==> src/rtl/input_conditioner_pkg.sv <==
// input_conditioner_pkg: shared types and constants for the switch input conditioner
package input_conditioner_pkg;
    typedef enum logic [1:0] {DB_ZERO, DB_WAIT1, DB_ONE, DB_WAIT0} db_state_t;
    localparam int SYNC_STAGES = 2;
endpackage

==> src/rtl/debounce_channel.sv <==
// debounce_channel: synchronizer, debounce FSM and rising-edge tick for one raw switch
module debounce_channel
    import input_conditioner_pkg::*;
#(
    parameter int DB_CYCLES = 4
) (
    input  logic clk,
    input  logic reset,
    input  logic raw,
    output logic level,
    output logic tick
);
    localparam int CNT_W = $clog2(DB_CYCLES + 1);
    localparam logic [CNT_W-1:0] LOAD = CNT_W'(DB_CYCLES - 1);
    logic [SYNC_STAGES-1:0] sync;
    logic [CNT_W-1:0] cnt, cnt_nxt;
    db_state_t state, state_nxt;
    logic s, tick_nxt;
    assign s = sync[SYNC_STAGES-1];
    always_ff @(posedge clk or negedge reset) begin
        if (!reset) begin
            sync  <= '0;
            state <= DB_ZERO;
            cnt   <= '0;
            tick  <= 1'b0;
        end else begin
            sync  <= {sync[SYNC_STAGES-2:0], raw};
            state <= state_nxt;
            cnt   <= cnt_nxt;
            tick  <= tick_nxt;
        end
    end
    // any disagreement during a WAIT state drops back with no partial credit
    always_comb begin
        state_nxt = state;
        cnt_nxt   = cnt;
        case (state)
            DB_ZERO:  if (s) begin
                state_nxt = DB_WAIT1;
                cnt_nxt   = LOAD;
            end
            DB_WAIT1: if (!s) state_nxt = DB_ZERO;
                      else if (cnt == '0) state_nxt = DB_ONE;
                      else cnt_nxt = cnt - 1'b1;
            DB_ONE:   if (!s) begin
                state_nxt = DB_WAIT0;
                cnt_nxt   = LOAD;
            end
            DB_WAIT0: if (s) state_nxt = DB_ONE;
                      else if (cnt == '0) state_nxt = DB_ZERO;
                      else cnt_nxt = cnt - 1'b1;
            default:  state_nxt = DB_ZERO;
        endcase
    end
    always_comb begin
        level    = (state == DB_ONE) || (state == DB_WAIT0);
        tick_nxt = (state == DB_WAIT1) && (state_nxt == DB_ONE);
    end
endmodule

==> src/rtl/input_conditioner.sv <==
// input_conditioner: two independent debounced switch channels with rising-edge ticks
module input_conditioner #(
    parameter int DB_CYCLES = 4
) (
    input  logic clk,
    input  logic reset,
    input  logic sw_a_raw,
    input  logic sw_b_raw,
    output logic a,
    output logic b,
    output logic a_tick,
    output logic b_tick
);
    debounce_channel #(.DB_CYCLES(DB_CYCLES)) u_a (
        .clk(clk), .reset(reset), .raw(sw_a_raw), .level(a), .tick(a_tick)
    );
    debounce_channel #(.DB_CYCLES(DB_CYCLES)) u_b (
        .clk(clk), .reset(reset), .raw(sw_b_raw), .level(b), .tick(b_tick)
    );
endmodule

==> config.mk <==
export PLATFORM = sky130hd
export DESIGN_NAME = input_conditioner
export DESIGN_NICKNAME = d
export VERILOG_FILES = /design/src/rtl/input_conditioner_pkg.sv /design/src/rtl/debounce_channel.sv /design/src/rtl/input_conditioner.sv
export SDC_FILE = /design/constraint.sdc
export NUM_CORES = 1
export LEC_CHECK = 0
export CAP_MARGIN = 20
export CORE_AREA = 2 2 39 41
export CTS_CLUSTER_DIAMETER = 150
export CTS_CLUSTER_SIZE = 12
export DETAILED_ROUTE_END_ITERATION = 16
export DIE_AREA = 0 0 41 43
export GPL_ROUTABILITY_DRIVEN = 0
export PLACE_DENSITY = 0.83
export SYNTH_ARGS = -nofsm -noshare
export SYNTH_HDL_FRONTEND = slang
export SYNTH_HIERARCHICAL = 1
export SYNTH_SLANG_ARGS = --single-unit
export TNS_END_PERCENT = 30
==> constraint.sdc <==
create_clock -name clk -period 3.7 [get_ports clk]
set_input_delay 1.11 -clock clk [delete_from_list [all_inputs] [get_ports clk]]
set_output_delay 1.11 -clock clk [all_outputs]
set_load 0.01 [all_outputs]
== Yosys cells after proc, flatten, opt, wreduce, memory -nomap -nowiden ==
Cells that the tools add are included.

* Flip-flop bits (word level): 16
* Bits of input ports: 4
* Output and inout bits: 4

* Add/sub/neg operators: 2
* Equal/unequal tests: 16
* Muxes and demuxes: 26
* Reduce and logical (&&, ||, !) cells: 10

{| class="wikitable"
|+ Operator list
! cell !! count
|-
| 3-bit 2-to-1 mux || 10
|-
| 2-bit 2-to-1 mux || 12
|-
| 3-bit one-hot mux with 4 select lines || 2
|-
| 2-bit one-hot mux with 4 select lines || 2
|-
| 2-bit equality test, second input constant || 6
|-
| 2-bit by 1-bit != test with 1-bit output, second input constant || 4
|-
| 2-bit != test, second input constant || 4
|-
| 4-bit AND reduction || 2
|-
| 3-bit zero test || 2
|-
| 3-bit by 1-bit subtractor with 3-bit output, second input constant || 2
|-
| 2-bit by 1-bit equality test with 1-bit output, second input constant || 2
|-
| 2-bit zero test || 2
|-
| 1-bit logical AND || 2
|-
| 1-bit logical OR || 2
|}

== Logic depth before layout (Yosys ltp) ==
Gate-level depths: netlist (run 1).

* Depth after elaboration: 6
* Gate-level depth with buffers: 5
* Gate-level depth less buffers: 5

== Hierarchy ==
Netlist (run 1), hierarchy kept.

{| class="wikitable"
|+ By module, submodules not included
! module !! times used !! cells an instance !! area each (µm²) !! sequential area each (µm²)
|-
| debounce_channel || 2 || 27 || 351.6 || 200.2
|}

== Least setup slack after synthesis (run 1) ==
OpenSTA, ideal clock, no wires.

* Path kind: register to output
* Start point: register u_a.state[1]
* End point: output port a
* Data arrival time: 0.546 ns
* Path slack: 2.044 ns
* Cell stages (with the launch flop): 2
* Buffers on the path: 1
* Cells stage by stage: dfrtp_1 buf_2

* Cells in the longest elaborated chain, start to end: 2
* Elaborated cells between the ends (all ways): 3
* Classes of those cells: eq/ne (2); reduce/logical (1)

{| class="wikitable"
|+ Ends and longest elaborated chain
! item !! RTL line !! text
|-
| start: declaration || debounce_channel.sv:17 || <nowiki>db_state_t state, state_nxt;</nowiki>
|-
| start signal: assignment || debounce_channel.sv:28 || <nowiki>state <= state_nxt;</nowiki>
|-
| 2-bit equality test || debounce_channel.sv:56 || <nowiki>level = (state == DB_ONE) || (state == DB_WAIT0);</nowiki>
|-
| 1-bit logical OR (*) || debounce_channel.sv:56 ||
|-
| end: declaration || input_conditioner.sv:9 || <nowiki>output logic a,</nowiki>
|}

Mark *: on every way between the ends. The rest lies on a longest branch, timed or not.

== Worst setup path after layout (run 1) ==
* Start point: register u_b.state[1]
* End point: output port b

* Cells in the longest elaborated chain, start to end: 2
* Elaborated cells between the ends (all ways): 3
* Classes of those cells: eq/ne (2); reduce/logical (1)

{| class="wikitable"
|+ Ends and longest elaborated chain
! item !! RTL line !! text
|-
| start: declaration || debounce_channel.sv:17 ||
|-
| start signal: assignment || debounce_channel.sv:28 ||
|-
| 2-bit equality test || debounce_channel.sv:56 ||
|-
| 1-bit logical OR (*) || debounce_channel.sv:56 ||
|-
| end: declaration || input_conditioner.sv:10 || <nowiki>output logic b,</nowiki>
|}

Marked as above.

==> results by group, run 1 <==
Run status
  – Status: finished clean

GRT
  – First-pass GRT wire length: 1593 µm
  – GRT met1 Usage: 18.41%
  – Largest net degree at the start of global routing: 17
  – Vias in the first global route: 396
  – GR peak layer: met2
  – GRT Total Usage: 13.93%
  – Met3 usage: 4.712%
  – Initial antenna violation count: 0
  – Overflow after GRT: 0
  – Met2 track demand over resource: 19.38%

Logic synthesis
  – Async S/R FF share, synth: 100.0%
  – Most common cell in the netlist: dfrtp_1
  – Mapped cell area: 703.2 µm²
  – YS warnings: 6
  – Post-synthesis sequential area ratio: 56.94%
  – Post-Syn Instances: 54
  – Primary FF master, synth: dfrtp_1
  – Synth area leader: dfrtp_1
  – Netlist cell types: 18
  – Yosys top cell area share: 56.94%
  – Top post-synthesis cells by area: dfrtp_1 (57%), ha_1 (7.1%), xor2_2 (4.6%), mux2_2 (3.2%), mux2i_1 (2.8%)
  – Synth top cells by count: dfrtp_1 (16), ha_1 (4), inv_1 (4)
  – FF+latch count, synth: 16
  – Synth Area per Inst: 13.02 µm²
  – Post-Syn Nets: 62
  – Post-synth EDFFs: 0

Power and ir drop
  – Leakage: 0.3737 nW
  – Peak VDD IR: 0.4076 mV
  – Final total power: 562.0 µW
  – Power Density: 697.5 nW/µm²

Worst setup path
  – Critical Path Fanout Max: 4
  – CP Capture Type: output pin
  – Critical path data required time: 2590 ps
  – Setup CP Type: flop to output pin
  – Cells along the critical path: clkdlybuf4s50_1
  – Buffers plus inverters on the worst setup path: 1
  – Crit path max-delay family: buffers and inverters
  – Slowest stage cell, crit path: clkdlybuf4s50_1
  – Largest stage delay on the critical path: 560 ps
  – Startpoint Class: flop
  – Crit path DAT: 1270 ps

Clock tree
  – Sink Count: 16
  – Num CTS Buffers: 3
  – Post-CTS setup repair buffer count: 0
  – Cts hold-fix bufs: 0
  – H-Tree Depth: 1
  – Clock tree buffer depth: 2
  – CTS tree: yes
  – Clock-pin slew on the worst setup and hold paths: 80 ps
  – Post-CTS Resized: 0
  – Clock Latency Late Sink: 280 ps
  – CTS root buffer: clkbuf_4

STA
  – Final period util: 64.44%
  – Period minus WS final: 2384 ps
  – RSZ-0062 raised after global routing: false
  – # setup viols final: 0
  – Max-slew violation count: 0
  – Rel. slew slack: 55.27%
  – Hold WS: 363.8 ps
  – Setup TNS: 0 ps
  – Clock Skews: 1.176 ps
  – Max Clk Rate: 419.4 MHz
  – Final hold violations: 0
  – Worst-Margin Slew: 668.9 ps

Routing
  – Via count: 415
  – # DRC: 0
  – Wire per inst: 11.87 µm
  – WL final: 926 µm
  – Drt pass-1 iters: 3
  – Initial drt markers: 5
  – Vias/cell: 5.321
  – Routed Antenna Nets: 0

Cells and area
  – Number of diodes: 0
  – Nets@finish: 72
  – Final core utilization: 58.23%
  – Filler cells: 115
  – Final instance count without filler cells: 78
  – Share of cells above drive strength 1: 14.52%
  – Layout area overhead: 14.59%

Die
  – Row cnt: 14
  – Die Height: 43 µm
  – Initial core utilization: 50.81%
  – Die W: 41 µm
  – Die area: 1763 µm²
  – # IOs: 8
  – Core Footprint: 1384 µm²

Placed design
  – Port-buffer cells: 7
  – Placed cells: 75
  – Dpl hpwl: 713.4 µm

Flow run
  – Max Cap Viol: 0

Min path
  – Hold Path Class: flop to flop
==> registers in the layout (all words and copies together) (netlist names) <==
signal,count
u_b/tick,1
u_a/state,2
u_b/cnt,3
u_a/tick,1
u_b/sync,2
u_a/sync,2
u_a/cnt,3
u_b/state,2
==> routing by layer <==
layer  part of all wire (%)  wire, µm
met2                     47       432
met1                     47       435
met4                    1.8        17
met3                    4.4        41
met5                      0         0
==> cells by family (layout without fill, tap and decap cells) <==
group,after synthesis,after routing,synth area share (%)
AO/OA/AOI/OAI,8,8,7.472
XOR/XNOR,2,2,4.626
adder cells (fa/ha/maj),4,4,7.118
buffers and inverters,6,14,3.558
flip-flops,16,16,56.94
multiplexers,4,4,6.050
AND/OR/NAND/NOR,14,14,14.23
==> layout make-up <==
cell class                      count  area [µm²]  area share, %
Sequential cell                    16       400.4          49.69
Multi-Input combinational cell     32       277.8          34.47
Timing Repair Buffer                7       70.07          8.696
Clock buffer                        3       22.52          2.795
Tap cell                           16       20.02          2.484
Inverter                            4       15.01          1.863
==> layout by cell type (no fill, tap or decap), drive strengths merged <==
cell	n
nand2	2
o21a	2
nand3b	2
nor3b	2
ha	4
xor2	2
inv	4
dfrtp	16
mux2	2
a31oi	2
clkdlybuf4s50	7
nor4bb	2
nand4	2
and2	2
a21o	2
clkbuf	3
nand2b	2
o21ai	2
mux2i	2
==> worst paths after layout <==
path / startpoint / to / slack [ps] / cells after the start
min in group asynchronous: reset / u_b/cnt[2]$_DFFE_PN0P_ / 1240 / 1
hold reg to reg: u_a/sync[0]$_DFF_PN0_ / u_a/sync[1]$_DFF_PN0_ / 360 / 0
setup / recovery: u_b/state[1]$_DFF_PN0_ / b / 1320 / 1
hold / removal: u_a/sync[0]$_DFF_PN0_ / u_a/sync[1]$_DFF_PN0_ / 360 / 0
max in group asynchronous: reset / u_b/sync[1]$_DFF_PN0_ / 2040 / 1
setup reg to reg: u_b/cnt[0]$_DFFE_PN0P_ / u_b/cnt[1]$_DFFE_PN0P_ / 2420 / 5
==> stage by stage <==
| stage | area (µm²) | setup WS, ps |
|---|---|---|
| CTS | 805.8 | 1303 |
| finish | 805.8 | 1316 |
| global placement | 783.3 | 1642 |
| detailed placement | 783.3 | 1613 |
| floorplan | 703.2 | 2044 |
| global route | 805.8 | 1265 |
==> where the power goes <==
part / internal (mW) / leakage, nW / switching [mW] / total, mW
sequential: 0.226 / 0.192 / 0.0429 / 0.269
clock: 0.0377 / 0.0138 / 0.0469 / 0.0846
combinational: 0.115 / 0.168 / 0.0932 / 0.208
No activity file was read; power rests on OpenSTA's default activity.
==> run 2, diff against run 1 <==
- CORE_AREA: 2 2 39 41 -> default
- CORE_UTILIZATION: default -> 52
- DIE_AREA: 0 0 41 43 -> default
- PLACE_DENSITY: 0.83 -> 0.82
- clock period: 3.7 -> 2.2 ns (I/O delays scaled with it)
==> run 2 against run 1 <==
Effect of this change:
- clock skew grew 4.3 ps
- sequential cell count is the same
- non-clock buffer count grew 1
- count of clock-buffer cells in the layout grew 1
- global-route usage grew 3.5 points
- die area shrank 15%
- first-iteration DRC count grew 80%
- largest cell class unchanged
- largest power group unchanged
==> results by group, run 2 (synthesis results as in run 1) <==
Power and ir drop
  – Clock Power Share: 18.9% (+3.8 points)
  – Power Density: 1210 nW/µm² (+74%)
  – Reg power frac: 45.4% (-2.5 points)
  – Int Pwr: 676.3 µW (+78%)
  – Leakage: 0.3857 nW (+3.2%)
  – Combinational share of power: 35.6% (-1.5 points)
  – Final total power: 997.9 µW (+78%)
  – Sw Ratio: 32.22% (-0.34 points)
  – P_sw: 321.6 µW (+76%)
  – Peak VDD IR: 0.6635 mV (+63%)

Worst setup path
  – Cells along the critical path: clkdlybuf4s50_1
  – Buffers plus inverters on the worst setup path: 1 (unchanged)
  – Crit path max-delay family: buffers and inverters
  – Crit path DAT: 1280 ps (about the same)
  – Slowest stage cell, crit path: clkdlybuf4s50_1
  – Startpoint Class: flop
  – Largest stage delay on the critical path: 560 ps (about the same)
  – Critical path data required time: 1540 ps (-1050 ps)
  – Setup CP Type: flop to output pin
  – Critical Path Fanout Max: 4 (unchanged)
  – CP Capture Type: output pin

Min path
  – Hold Path Class: flop to flop

STA
  – Max-slew violation count: 0 (unchanged)
  – Hold WS: 347.3 ps (-16.44 ps)
  – RSZ-0062 raised after global routing: false
  – Rel. slew slack: 83.38% (+28 points)
  – Worst-Margin Slew: 246.0 ps (-423.0 ps)
  – Period minus WS final: 1940 ps
  – Clock Skews: 5.467 ps (+4.291 ps)
  – Final hold violations: 0 (unchanged)
  – Setup ws final: 260.5 ps (-1055 ps)
  – Setup TNS: 0 ps (unchanged)
  – Max Clk Rate: 515.6 MHz
  – # setup viols final: 0 (unchanged)
  – Final period util: 88.16%

GRT
  – Overflow after GRT: 0 (unchanged)
  – Initial antenna violation count: 0 (unchanged)
  – First-pass GRT wire length: 1697 µm (+6.5%)
  – Vias in the first global route: 402 (+1.5%)
  – GR peak layer: met2
  – GRT met1 Usage: 22.35% (+3.9 points)
  – Met3 usage: 1.734% (-3.0 points)
  – GRT Total Usage: 17.41% (+3.5 points)
  – Met2 track demand over resource: 27.08% (+7.7 points)
  – Largest net degree at the start of global routing: 17 (unchanged)

Placed design
  – Post-Place Worst Slack: 570.7 ps (-1042 ps)
  – Placed cells: 74 (-1.3%)
  – Dpl hpwl: 746.8 µm (+4.7%)
  – Port-buffer cells: 7 (unchanged)
  – Dpl cell area: 788.3 µm² (+0.64%)

Clock tree
  – Sink Count: 16 (unchanged)
  – H-Tree Depth: 1 (unchanged)
  – Num CTS Buffers: 3 (unchanged)
  – Clock-pin slew on the worst setup and hold paths: 90 ps (about the same)
  – Clock tree buffer depth: 2 (unchanged)
  – Cts hold-fix bufs: 0 (unchanged)
  – Post-CTS Resized: 0 (unchanged)
  – CTS tree: yes
  – Clock Latency Late Sink: 280 ps (about the same)
  – CTS root buffer: clkbuf_4
  – Post-CTS setup repair buffer count: 0 (unchanged)

Cells and area
  – Nets@finish: 73 (+1.4%)
  – Final core utilization: 69.51% (+11 points)
  – Share of cells above drive strength 1: 17.19% (+2.7 points)
  – Layout area overhead: 17.26%
  – Number of diodes: 0 (unchanged)
  – Final instance count without filler cells: 78 (unchanged)
  – Largest registers: u_a/cnt x3, u_b/cnt x3
  – Commonest non-fill, non-tap cells in the layout: dfrtp_1 (16), clkdlybuf4s50_1 (7), inv_1 (4), ha_1 (4), clkbuf_4 (3)
  – Filler cells: 78 (-32%)
  – Multi-input gate area: 277.8 µm² (unchanged)
  – Register area: 400.4 µm² (unchanged)
  – Finished Cell Area: 824.5 µm² (+2.3%)
  – Commonest non-fill, non-tap cell in the layout: dfrtp_1

Die
  – Core Footprint: 1186 µm² (-14%)
  – Initial core utilization: 59.28% (+8.5 points)
  – # IOs: 8 (unchanged)
  – Die W: 38.78 µm (-5.4%)
  – Die Height: 38.78 µm (-9.8%)
  – Row cnt: 12 (-2)
  – Die area: 1504 µm² (-15%)

Routing
  – Initial drt markers: 9 (+4)
  – Routed Antenna Nets: 0 (unchanged)
  – Drt pass-1 iters: 4 (+1)
  – # DRC: 0 (unchanged)
  – Wire per inst: 12.94 µm (+9.0%)
  – Vias/cell: 5.462 (+2.7%)
  – Via count: 426 (+2.7%)
  – WL final: 1009 µm (+9.0%)

Run status
  – Status: finished clean

Flow run
  – Max Cap Viol: 0 (unchanged)
==> run 2: cell count changes in the layout (fill, tap and decap cells not counted), sizes merged <==
cell	before	now
buf	0	1
clkbuf	3	4
==> run 2: power by group through the flow <==
stage	Sequential (mW)	Combinational [mW]	Clock (mW)
2_1_floorplan	0.445	0.277	0
3_3_place_gp	0.454	0.345	0
3_5_place_dp	0.459	0.356	0
4_1_cts	0.453	0.359	0.196
5_1_grt	0.468	0.390	0.209
6_report	0.453	0.356	0.189
==> run 2: area by class of cell <==
cell class | instances | share of cell area (%)
flip-flops and latches | 16 | 48.56
repair buffers | 8 | 9.408
clock buffers | 4 | 4.401
multi-input cells | 32 | 33.69
well taps | 14 | 2.124
inverters | 4 | 1.821
==> run 2: worst paths after layout <==
kind,startpoint,to,slack [ps],cells past startpoint
worst max-delay path,u_a/state[1]$_DFF_PN0_,a,260,1
worst min-delay path,u_a/sync[0]$_DFF_PN0_,u_a/sync[1]$_DFF_PN0_,350,0
worst max register to register,u_a/cnt[0]$_DFFE_PN0P_,u_a/cnt[1]$_DFFE_PN0P_,900,5
worst min register to register,u_a/sync[0]$_DFF_PN0_,u_a/sync[1]$_DFF_PN0_,350,0
max in group asynchronous,reset,u_a/sync[0]$_DFF_PN0_,1340,2
min in group asynchronous,reset,u_b/cnt[0]$_DFFE_PN0P_,690,2
==> run 2: routing by layer <==
metal	vias to the layer above	wire, µm
met1	210	470
met3	2	39
met5	-	0
li1	205	-
met2	9	489
met4	0	10
==> run 3, diff against run 2 <==
- CORE_UTILIZATION: 52 -> 51
- PLACE_DENSITY: 0.82 -> default
- PLACE_DENSITY_LB_ADDON: default -> 0.08
==> run 3 against run 2 <==
Effect of this change:
- via count shrank 0.94%
- sequential share of layout area is 0.37 points higher
- hold slack better by 23 ps
- global-route usage up 0.12 points
- setup slack got worse by 2.0 ps
- largest power group unchanged
- register-to-register slack barely moved
- non-clock buffer count shrank 1
- highest routed layer unchanged
- maximum frequency shrank 0.10%
- combinational power is essentially flat
==> results by group, run 3 (synthesis results as in run 1) <==
Routing
  – Wire per inst: 13.22 µm (+2.2%)
  – Routed Antenna Nets: 0 (unchanged)
  – Drt pass-1 iters: 3 (-1)
  – # DRC: 0 (unchanged)
  – WL final: 1031 µm (+2.2%)
  – Vias/cell: 5.410 (-0.94%)
  – Via count: 422 (-0.94%)
  – Initial drt markers: 2 (-7)

STA
  – Final period util: 88.25% (+0.090 points)
  – Period minus WS final: 1941 ps (+1.983 ps)
  – RSZ-0062 raised after global routing: false
  – Worst-Margin Slew: 676.1 ps (+430.1 ps)
  – Final hold violations: 0 (unchanged)
  – # setup viols final: 0 (unchanged)
  – Hold WS: 370.7 ps (+23.34 ps)
  – Max-slew violation count: 0 (unchanged)
  – Rel. slew slack: 54.79% (-29 points)
  – Clock Skews: 1.174 ps (-4.292 ps)
  – Max Clk Rate: 515.1 MHz (-0.10%)
  – Setup TNS: 0 ps (unchanged)

Clock tree
  – Clock tree buffer depth: 2 (unchanged)
  – Clock Latency Late Sink: 280 ps (about the same)
  – H-Tree Depth: 1 (unchanged)
  – CTS tree: yes
  – Sink Count: 16 (unchanged)
  – Num CTS Buffers: 3 (unchanged)
  – CTS root buffer: clkbuf_4
  – Clock-pin slew on the worst setup and hold paths: 90 ps (about the same)
  – Post-CTS setup repair buffer count: 0 (unchanged)
  – Post-CTS Resized: 0 (unchanged)
  – Cts hold-fix bufs: 0 (unchanged)

Worst setup path
  – R2R setup slack: 900 ps (about the same)
  – Worst r2r dst: u_b/cnt[1]$_DFFE_PN0P_
  – Largest stage delay on the critical path: 570 ps (about the same)
  – Crit path DAT: 1280 ps (about the same)
  – Reg2reg path depth: 5 (unchanged)
  – Critical Path Fanout Max: 4 (unchanged)
  – CP Capture Type: output pin
  – Setup CP Type: flop to output pin
  – Slowest stage cell, crit path: clkdlybuf4s50_1
  – Critical path data required time: 1540 ps (about the same)
  – Buffers plus inverters on the worst setup path: 1 (unchanged)
  – Crit path max-delay family: buffers and inverters
  – Cells along the critical path: clkdlybuf4s50_1
  – RR Startpoint: u_b/cnt[0]$_DFFE_PN0P_
  – Startpoint Class: flop

Die
  – Row cnt: 13 (+1)
  – Die W: 39.13 µm (+0.92%)
  – # IOs: 8 (unchanged)
  – Initial core utilization: 54.72% (-4.6 points)
  – Core Footprint: 1285 µm² (+8.3%)
  – Die Height: 39.13 µm (+0.92%)
  – Die area: 1531 µm² (+1.8%)

Cells and area
  – Finished Cell Area: 818.3 µm² (-0.76%)
  – Commonest non-fill, non-tap cells in the layout: dfrtp_1 (16), clkdlybuf4s50_1 (7), inv_1 (4), ha_1 (4), clkbuf_4 (3)
  – Final core utilization: 63.68% (-5.8 points)
  – Layout area overhead: 16.37%
  – Number of diodes: 0 (unchanged)
  – Largest registers: u_a/cnt x3, u_b/cnt x3
  – Nets@finish: 72 (-1.4%)
  – Commonest non-fill, non-tap cell in the layout: dfrtp_1
  – Share of cells above drive strength 1: 15.87% (-1.3 points)

Power and ir drop
  – Final total power: 998.3 µW (about the same)
  – Leakage: 0.3809 nW (-1.2%)
  – Power Density: 1220 nW/µm² (+0.81%)
  – Peak VDD IR: 0.7975 mV (+20%)

Min path
  – Hold Path Depth: 0 (unchanged)
  – Hold path start: u_a/sync[0]$_DFF_PN0_
  – Hold Path Class: flop to flop
  – Worst Hold Endpoint: u_a/sync[1]$_DFF_PN0_

Run status
  – Status: finished clean

GRT
  – GRT Total Usage: 17.53% (+0.12 points)
  – Met3 usage: 3.468% (+1.7 points)
  – First-pass GRT wire length: 1725 µm (+1.6%)
  – Met2 track demand over resource: 28.33% (+1.3 points)
  – Overflow after GRT: 0 (unchanged)
  – GRT met1 Usage: 21.46% (-0.90 points)
  – Largest net degree at the start of global routing: 17 (unchanged)
  – GR peak layer: met2
  – Vias in the first global route: 424 (+5.5%)
  – Initial antenna violation count: 0 (unchanged)

Placed design
  – Dpl hpwl: 798.2 µm (+6.9%)
  – Dpl cell area: 782.0 µm² (-0.79%)
  – Port-buffer cells: 7 (unchanged)

Flow run
  – Max Cap Viol: 0 (unchanged)
==> run 3: cell types whose count changed in the layout (fill, tap and decap cells not counted), sizes merged <==
cell / before / now
buf: 1 / 0
==> run 3: worst max path at each step <==
stage	slack [ps]	startpoint	cells after the start	endpoint
3_3_place_gp	580	u_a/state[1]$_DFF_PN0_	1	a
2_1_floorplan	990	u_a/state[1]$_DFF_PN0_	1	a
5_1_grt	200	u_b/state[1]$_DFF_PN0_	1	b
6_report	260	u_a/state[1]$_DFF_PN0_	1	a
3_5_place_dp	570	u_a/state[1]$_DFF_PN0_	1	a
4_1_cts	230	u_a/state[1]$_DFF_PN0_	1	a
==> run 3: routing by layer <==
metal / part of all wire, % / routed length (µm)
met2: 51 / 530
met3: 3.1 / 32
met1: 45 / 462
met4: 0.58 / 6
met5: 0 / 0
==> run 3: final cells by class <==
| type | instances | area (µm²) |
|---|---|---|
| clock buffer | 4 | 36.28 |
| tap | 15 | 18.77 |
| inverter | 4 | 15.01 |
| timing repair buffer | 7 | 70.07 |
| fill | 100 | 466.7 |
| sequential | 16 | 400.4 |
| multi-input combinational | 32 | 277.8 |
==> run 3: stage by stage <==
step | instances | setup slack, ps
global route | 78 | 195.8
detailed placement | 74 | 565.1
finish | 78 | 258.5
global placement | 74 | 583.2
CTS | 78 | 234.6
floorplan | 54 | 994.3
==> run 3: power breakdown <==
part	internal [mW]	leakage [nW]	total (mW)	switching [mW]
logic	0.195	0.168	0.355	0.160
registers	0.380	0.192	0.457	0.0762
clock network	0.101	0.0210	0.187	0.0863
==> run 3: worst register-to-register path: stages, from the launching register on <==
cell and delay (ps):
dfrtp_1 370, inv_1 120, ha_1 220, nand3b_1 150, and2_4 180, o21a_1 160
